`src/rtl/cpu_pkg.sv`:
```
// Shared hazard-unit types: stage numbering, destination tag layout, select width helper.
package cpu_pkg;

  localparam int unsigned STG_EXE = 1;
  localparam int unsigned STG_MEM = 2;
  localparam int unsigned STG_WB  = 3;

  // Wide enough for a ready stage up to the maximum of 7 forwarding stages.
  localparam int unsigned RDY_W = 3;

  typedef struct packed {
    logic             v;
    logic [4:0]       addr;
    logic [RDY_W-1:0] rdy;
  } hz_tag_t;

  function automatic int unsigned sel_w(input int unsigned nstage);
    return $clog2(nstage + 1);
  endfunction

endpackage

```
`src/rtl/pipe_hazard_unit_fwd_pick.sv`:
```
// Priority match of one source operand against the destination tag pipe.
module fwd_pick
  import cpu_pkg::*;
#(
  parameter int unsigned NSTAGE = 3,
  parameter int unsigned SELW   = 2
) (
  input  logic            use_en,
  input  logic [4:0]      addr,
  input  hz_tag_t         tags [1:NSTAGE],
  output logic [SELW-1:0] sel,
  output logic            hazard
);

  logic found;

  // Lowest stage index is the youngest producer, so the first hit wins.
  always_comb begin
    sel    = '0;
    hazard = 1'b0;
    found  = 1'b0;
    for (int unsigned k = 1; k <= NSTAGE; k++) begin
      if (!found && use_en && (addr != 5'd0) && tags[k].v && (tags[k].addr == addr)) begin
        found = 1'b1;
        if (k >= 32'(tags[k].rdy)) begin
          sel = SELW'(k);
        end else begin
          hazard = 1'b1;
        end
      end
    end
  end

endmodule

```
`src/rtl/pipe_hazard_unit.sv`:
```
// Forwarding/interlock controller: destination tag shadow pipe, HI/LO multiplier interlock, stall.
module pipe_hazard_unit
  import cpu_pkg::*;
#(
  parameter  int unsigned NSTAGE   = 3,
  parameter  int unsigned LOAD_STG = 2,
  parameter  int unsigned CP0_STG  = 3,
  parameter  int unsigned MUL_LAT  = 4,
  localparam int unsigned SELW     = sel_w(NSTAGE)
) (
  input  logic            clk,
  input  logic            rst_n,
  input  logic            id_valid,
  input  logic [4:0]      id_rsc,
  input  logic [4:0]      id_rtc,
  input  logic            id_rs_use,
  input  logic            id_rt_use,
  input  logic            id_wr_en,
  input  logic [4:0]      id_rdc,
  input  logic            id_is_load,
  input  logic            id_is_mfc0,
  input  logic            id_mul_start,
  input  logic            id_hilo_use,
  input  logic            flush,
  output logic [SELW-1:0] rs_fwd_sel,
  output logic [SELW-1:0] rt_fwd_sel,
  output logic            stall,
  output logic            mul_busy
);

  localparam int unsigned CNTW = $clog2(MUL_LAT + 1);

  hz_tag_t         tags [1:NSTAGE];
  hz_tag_t         id_tag;
  logic [CNTW-1:0] mul_cnt;
  logic            rs_haz;
  logic            rt_haz;
  logic            hilo_haz;
  logic            mul_accept;

  always_comb begin
    id_tag      = '0;
    id_tag.v    = id_valid & id_wr_en & (id_rdc != 5'd0);
    id_tag.addr = id_rdc;
    if (id_is_load) begin
      id_tag.rdy = RDY_W'(LOAD_STG);
    end else if (id_is_mfc0) begin
      id_tag.rdy = RDY_W'(CP0_STG);
    end else begin
      id_tag.rdy = RDY_W'(1);
    end
  end

  fwd_pick #(.NSTAGE(NSTAGE), .SELW(SELW)) u_rs_pick (
    .use_en (id_valid & id_rs_use),
    .addr   (id_rsc),
    .tags   (tags),
    .sel    (rs_fwd_sel),
    .hazard (rs_haz)
  );

  fwd_pick #(.NSTAGE(NSTAGE), .SELW(SELW)) u_rt_pick (
    .use_en (id_valid & id_rt_use),
    .addr   (id_rtc),
    .tags   (tags),
    .sel    (rt_fwd_sel),
    .hazard (rt_haz)
  );

  assign mul_busy   = (mul_cnt != '0);
  assign hilo_haz   = mul_busy & (id_hilo_use | id_mul_start);
  assign stall      = id_valid & ~flush & (rs_haz | rt_haz | hilo_haz);
  assign mul_accept = id_valid & id_mul_start & ~stall;

  always_ff @(posedge clk or negedge rst_n) begin
    if (!rst_n) begin
      for (int unsigned k = 1; k <= NSTAGE; k++) tags[k] <= '0;
      mul_cnt <= '0;
    end else if (flush) begin
      for (int unsigned k = 1; k <= NSTAGE; k++) tags[k] <= '0;
      mul_cnt <= '0;
    end else begin
      for (int unsigned k = NSTAGE; k >= 2; k--) tags[k] <= tags[k-1];
      tags[1] <= stall ? hz_tag_t'('0) : id_tag;
      if (mul_accept) begin
        mul_cnt <= CNTW'(MUL_LAT);
      end else if (mul_busy) begin
        mul_cnt <= mul_cnt - CNTW'(1);
      end
    end
  end

endmodule
```
`config.mk`:
```
export PLATFORM = sky130hd
export DESIGN_NAME = pipe_hazard_unit
export DESIGN_NICKNAME = d
export VERILOG_FILES = /design/src/rtl/cpu_pkg.sv /design/src/rtl/pipe_hazard_unit_fwd_pick.sv /design/src/rtl/pipe_hazard_unit.sv
export SDC_FILE = /design/constraint.sdc
export NUM_CORES = 1
export LEC_CHECK = 0
export CAP_MARGIN = 10
export CORE_MARGIN = 2
export CORE_UTILIZATION = 51
export DETAILED_ROUTE_END_ITERATION = 7
export PLACE_DENSITY = 0.85
export REMOVE_ABC_BUFFERS = 1
export SYNTH_ARGS = -nofsm -noshare
export SYNTH_HDL_FRONTEND = slang
export SYNTH_SLANG_ARGS = --single-unit
```
`constraint.sdc`:
```
create_clock -name clk -period 2.47 [get_ports clk]
set_input_delay 0.3705 -clock clk [delete_from_list [all_inputs] [get_ports clk]]
set_output_delay 0.3705 -clock clk [all_outputs]
set_load 0.01 [all_outputs]
```
==> flow_metrics.py <==
metrics = {
    "status": {
        "status": "complete, no violations",
    },
    "power_and_ir_drop": {
        "peakVddDrop_mv": 0.3740,
        "p_leak_nw": 1.036,
        "p_per_area_nw_per_um2": 539.5,
        "p_total_mw": 1.185,
    },
    "final_layout": {
        "layout.cells.non_filler": 266,
        "finalInstanceArea_sq_um": 2196,
        "area_growth_syn_to_layout_pct": 34.79,
        "drive_gt1_share_pct": 22.07,
        "fin_nets": 251,
        "diodes": 0,
    },
    "die": {
        "io_pins": 32,
        "die_h_microns": 60.52,
        "die_w_microns": 60.52,
        "die_area_sq_um": 3662,
        "initial_core_util_pct": 53.36,
        "rows": 20,
        "core_sq_um": 3053,
    },
    "timing": {
        "setup_viol": 0,
        "hold_viol": 0,
        "slew_headroom_pct": 75.93,
        "period_share_pct": 97.81,
        "worst_pin_slew_ns": 0.3597,
        "fin_ws_ns": 0.05398,
        "finalCriticalPeriod_ns": 2.416,
        "max_freq_mhz": 413.9,
        "grt_setup_unrepaired": "true",
        "maxSlewViolCount": 0,
        "final.setup_skew_ns": 0.002071,
    },
    "route": {
        "route.detailed.drc": 0,
        "final_antenna_net_count": 0,
        "dr.pass1.iters": 4,
        "vias_per_cell": 5.586,
        "wire_per_inst_microns": 15.27,
        "wirelength_microns": 4061,
        "drt_iter0_markers": 78,
        "num_vias": 1486,
    },
    "placed_design": {
        "place.port_buffers": 31,
        "dp.final_hpwl_microns": 3152,
        "placed_cell_area_sq_um": 2141,
        "gp_congestion": 0.9236,
        "place_inst": 261,
        "place_ws_ns": -0.5179,
    },
    "grt": {
        "grt_pass1_wl_microns": 6313,
        "antenna_found_initial": 0,
        "track_usage_pct": 23.38,
        "grt_max_degree": 28,
        "grt_overflow": 0,
        "first_global_vias": 1417,
    },
    "worst_setup_path": {
        "worstReg2RegStart": "tags[21]",
        "ff2ff_path_depth": 6,
        "crit_chain": "dlygate4sd2_1 -> or4_4 -> o211ai_4 -> or4_4 -> nand2_4 -> o31a_1 -> buf_2",
        "critPathCaptureType": "primary output",
        "worstSetupPathType": "input port to primary output",
        "critPathSlowestCell": "or4_4",
        "timing.critical_path.fanout_max": 3,
        "critical_path.max_stage_delay_ns": 0.55,
        "cp_common_cell": "or4_4",
        "r2r_end": "mul_cnt[0]",
        "crit_arrival_ns": 2.05,
        "regToRegSetupSlack_ns": 0.57,
        "cp.required_ns": 2.10,
        "start_kind": "input port",
    },
    "clock_tree": {
        "cts_tree": "done",
        "root_buffer": "clkbuf_4",
        "clock_latency_ns": 0.32,
        "numCtsBuffers": 3,
        "hold_buffers": 0,
        "clk_pin_slew_worst_paths_ns": 0.13,
        "htree_levels": 1,
        "cts_sinks": 25,
        "clockBufferDepth": 2,
    },
    "synthesis": {
        "synthFlopType": "dfrtp_1",
        "yosysSeqAreaShare_pct": 38.40,
        "synthCells": 168,
        "synth_area_sq_um": 1629,
        "ys_warn_count": 0,
        "synth_async_sr_flop_share_pct": 100.0,
        "synth.distinct_cells": 41,
        "avgSynthCellArea_sq_um": 9.697,
        "synth_edf_count": 0,
        "synth_seq_cells": 25,
    },
    "run": {
        "maxCapViolCount": 0,
    },
    "worst_hold_path": {
        "hold_path_class": "input port to async pin",
    },
}
==> final cells by class <==
class | instances | area [sq um]
Clock buffer | 3 | 22.52
Clock inverter | 1 | 5.005
Fill cell | 249 | 857.1
Inverter | 5 | 18.77
Multi-Input combinational cell | 133 | 1003
Sequential cell | 25 | 625.6
Tap cell | 44 | 55.05
Timing Repair Buffer | 55 | 465.4
==> registers in the layout (all words and copies together), names as in the netlist <==
name / cells
tags: 22
mul_cnt: 3
==> power by group <==
group / leakage (nW) / total [mW] / switching [mW] / internal (mW)
registers: 0.332 / 0.518 / 0.0495 / 0.468
logic: 0.687 / 0.485 / 0.239 / 0.246
clock network: 0.0177 / 0.182 / 0.121 / 0.0606
total: 1.04 / 1.18 / 0.409 / 0.775
==> worst max path at each step <==
stage,from,to,slack [ns]
floorplan,tags[15],stall,0.30
global route,tags[4],rs_fwd_sel[0],-0.04
CTS,id_rtc[1],stall,0.04
global placement,id_rsc[2],rs_fwd_sel[0],-0.51
detailed placement,id_rsc[2],rs_fwd_sel[0],-0.52
finish,id_rtc[1],stall,0.05
==> what timing repair did <==
action,4_1_cts,5_1_grt
buffers inserted,1,0
endpoints found under the setup margin,5,4
gates resized for setup,26,4
pin swaps,10,5
cloned,0,0
==> through the flow <==
stage               util (%)  hold WS, ns  TNS [ns]
finish                 71.93       0.3989         0
global route           71.93       0.4200  -0.05113
CTS                    71.39       0.4123         0
detailed placement     70.12       0.4664    -1.944
global placement       70.12       0.4532    -1.894
floorplan                  -      0.07491         0
==> cells in the mapped netlist (2+ instances only) <==
master	count	area share [%]
nor4_1	4	1.5
dfrtp_1	25	38
xnor2_1	9	4.8
nand2b_1	5	1.9
o31a_1	3	1.6
nor2_1	14	3.2
o41ai_2	5	5.0
nand4_1	2	0.77
inv_1	5	1.2
or4_1	2	0.92
nand3_1	9	2.8
xor2_1	22	12
a21oi_1	2	0.61
and3_1	4	1.5
nand2_1	11	2.5
clkbuf_1	3	0.69
nor2b_1	15	5.8
ha_1	2	1.5
nor3_1	4	1.2
==> metal layers <==
| metal | track usage (%) | up-vias | routed length [microns] |
|---|---|---|---|
| met1 | 28.53 | 714 | 1740 |
| met4 | 10.56 | 0 | 64 |
| li1 | - | 696 | - |
| met5 | 0 | - | 0 |
| met3 | 2.345 | 9 | 233 |
| met2 | 41.77 | 67 | 2023 |
==> cells in the final DEF, fill, tap and decap left out, drive strengths merged, types with 4 or more instances in the layout <==
master         Yosys  routed
buf                2      26
dfrtp             25      25
xor2              22      22
clkdlybuf4s50      0      16
nor2b             15      15
nor2              14      14
dlygate4sd2        0      12
nand2             12      12
xnor2              9       9
nand3              9       9
inv                5       5
nand2b             5       5
o41ai              5       5
nor4               5       5
and3               4       4
nor3               4       4
==> critical path, delay by kind of cell <==
family	cells	cell delay, ns
AND/OR/NAND/NOR	3	0.77
AO/OA/AOI/OAI	2	0.50
buffers and inverters	2	0.40
==> logic make-up (layout without fill, tap and decap cells) <==
group	count (synthesis)	after routing	synth area share, %
xor gates and xnor gates	31	31	16.67
adders and majority gates	2	2	1.536
AOI/OAI and AO/OA	21	21	13.29
buffers and inverters	10	64	2.765
muxes	1	1	0.6145
and+or+nand+nor	78	78	26.73
DFF	25	25	38.40
(Power assumes the default switching activity.)
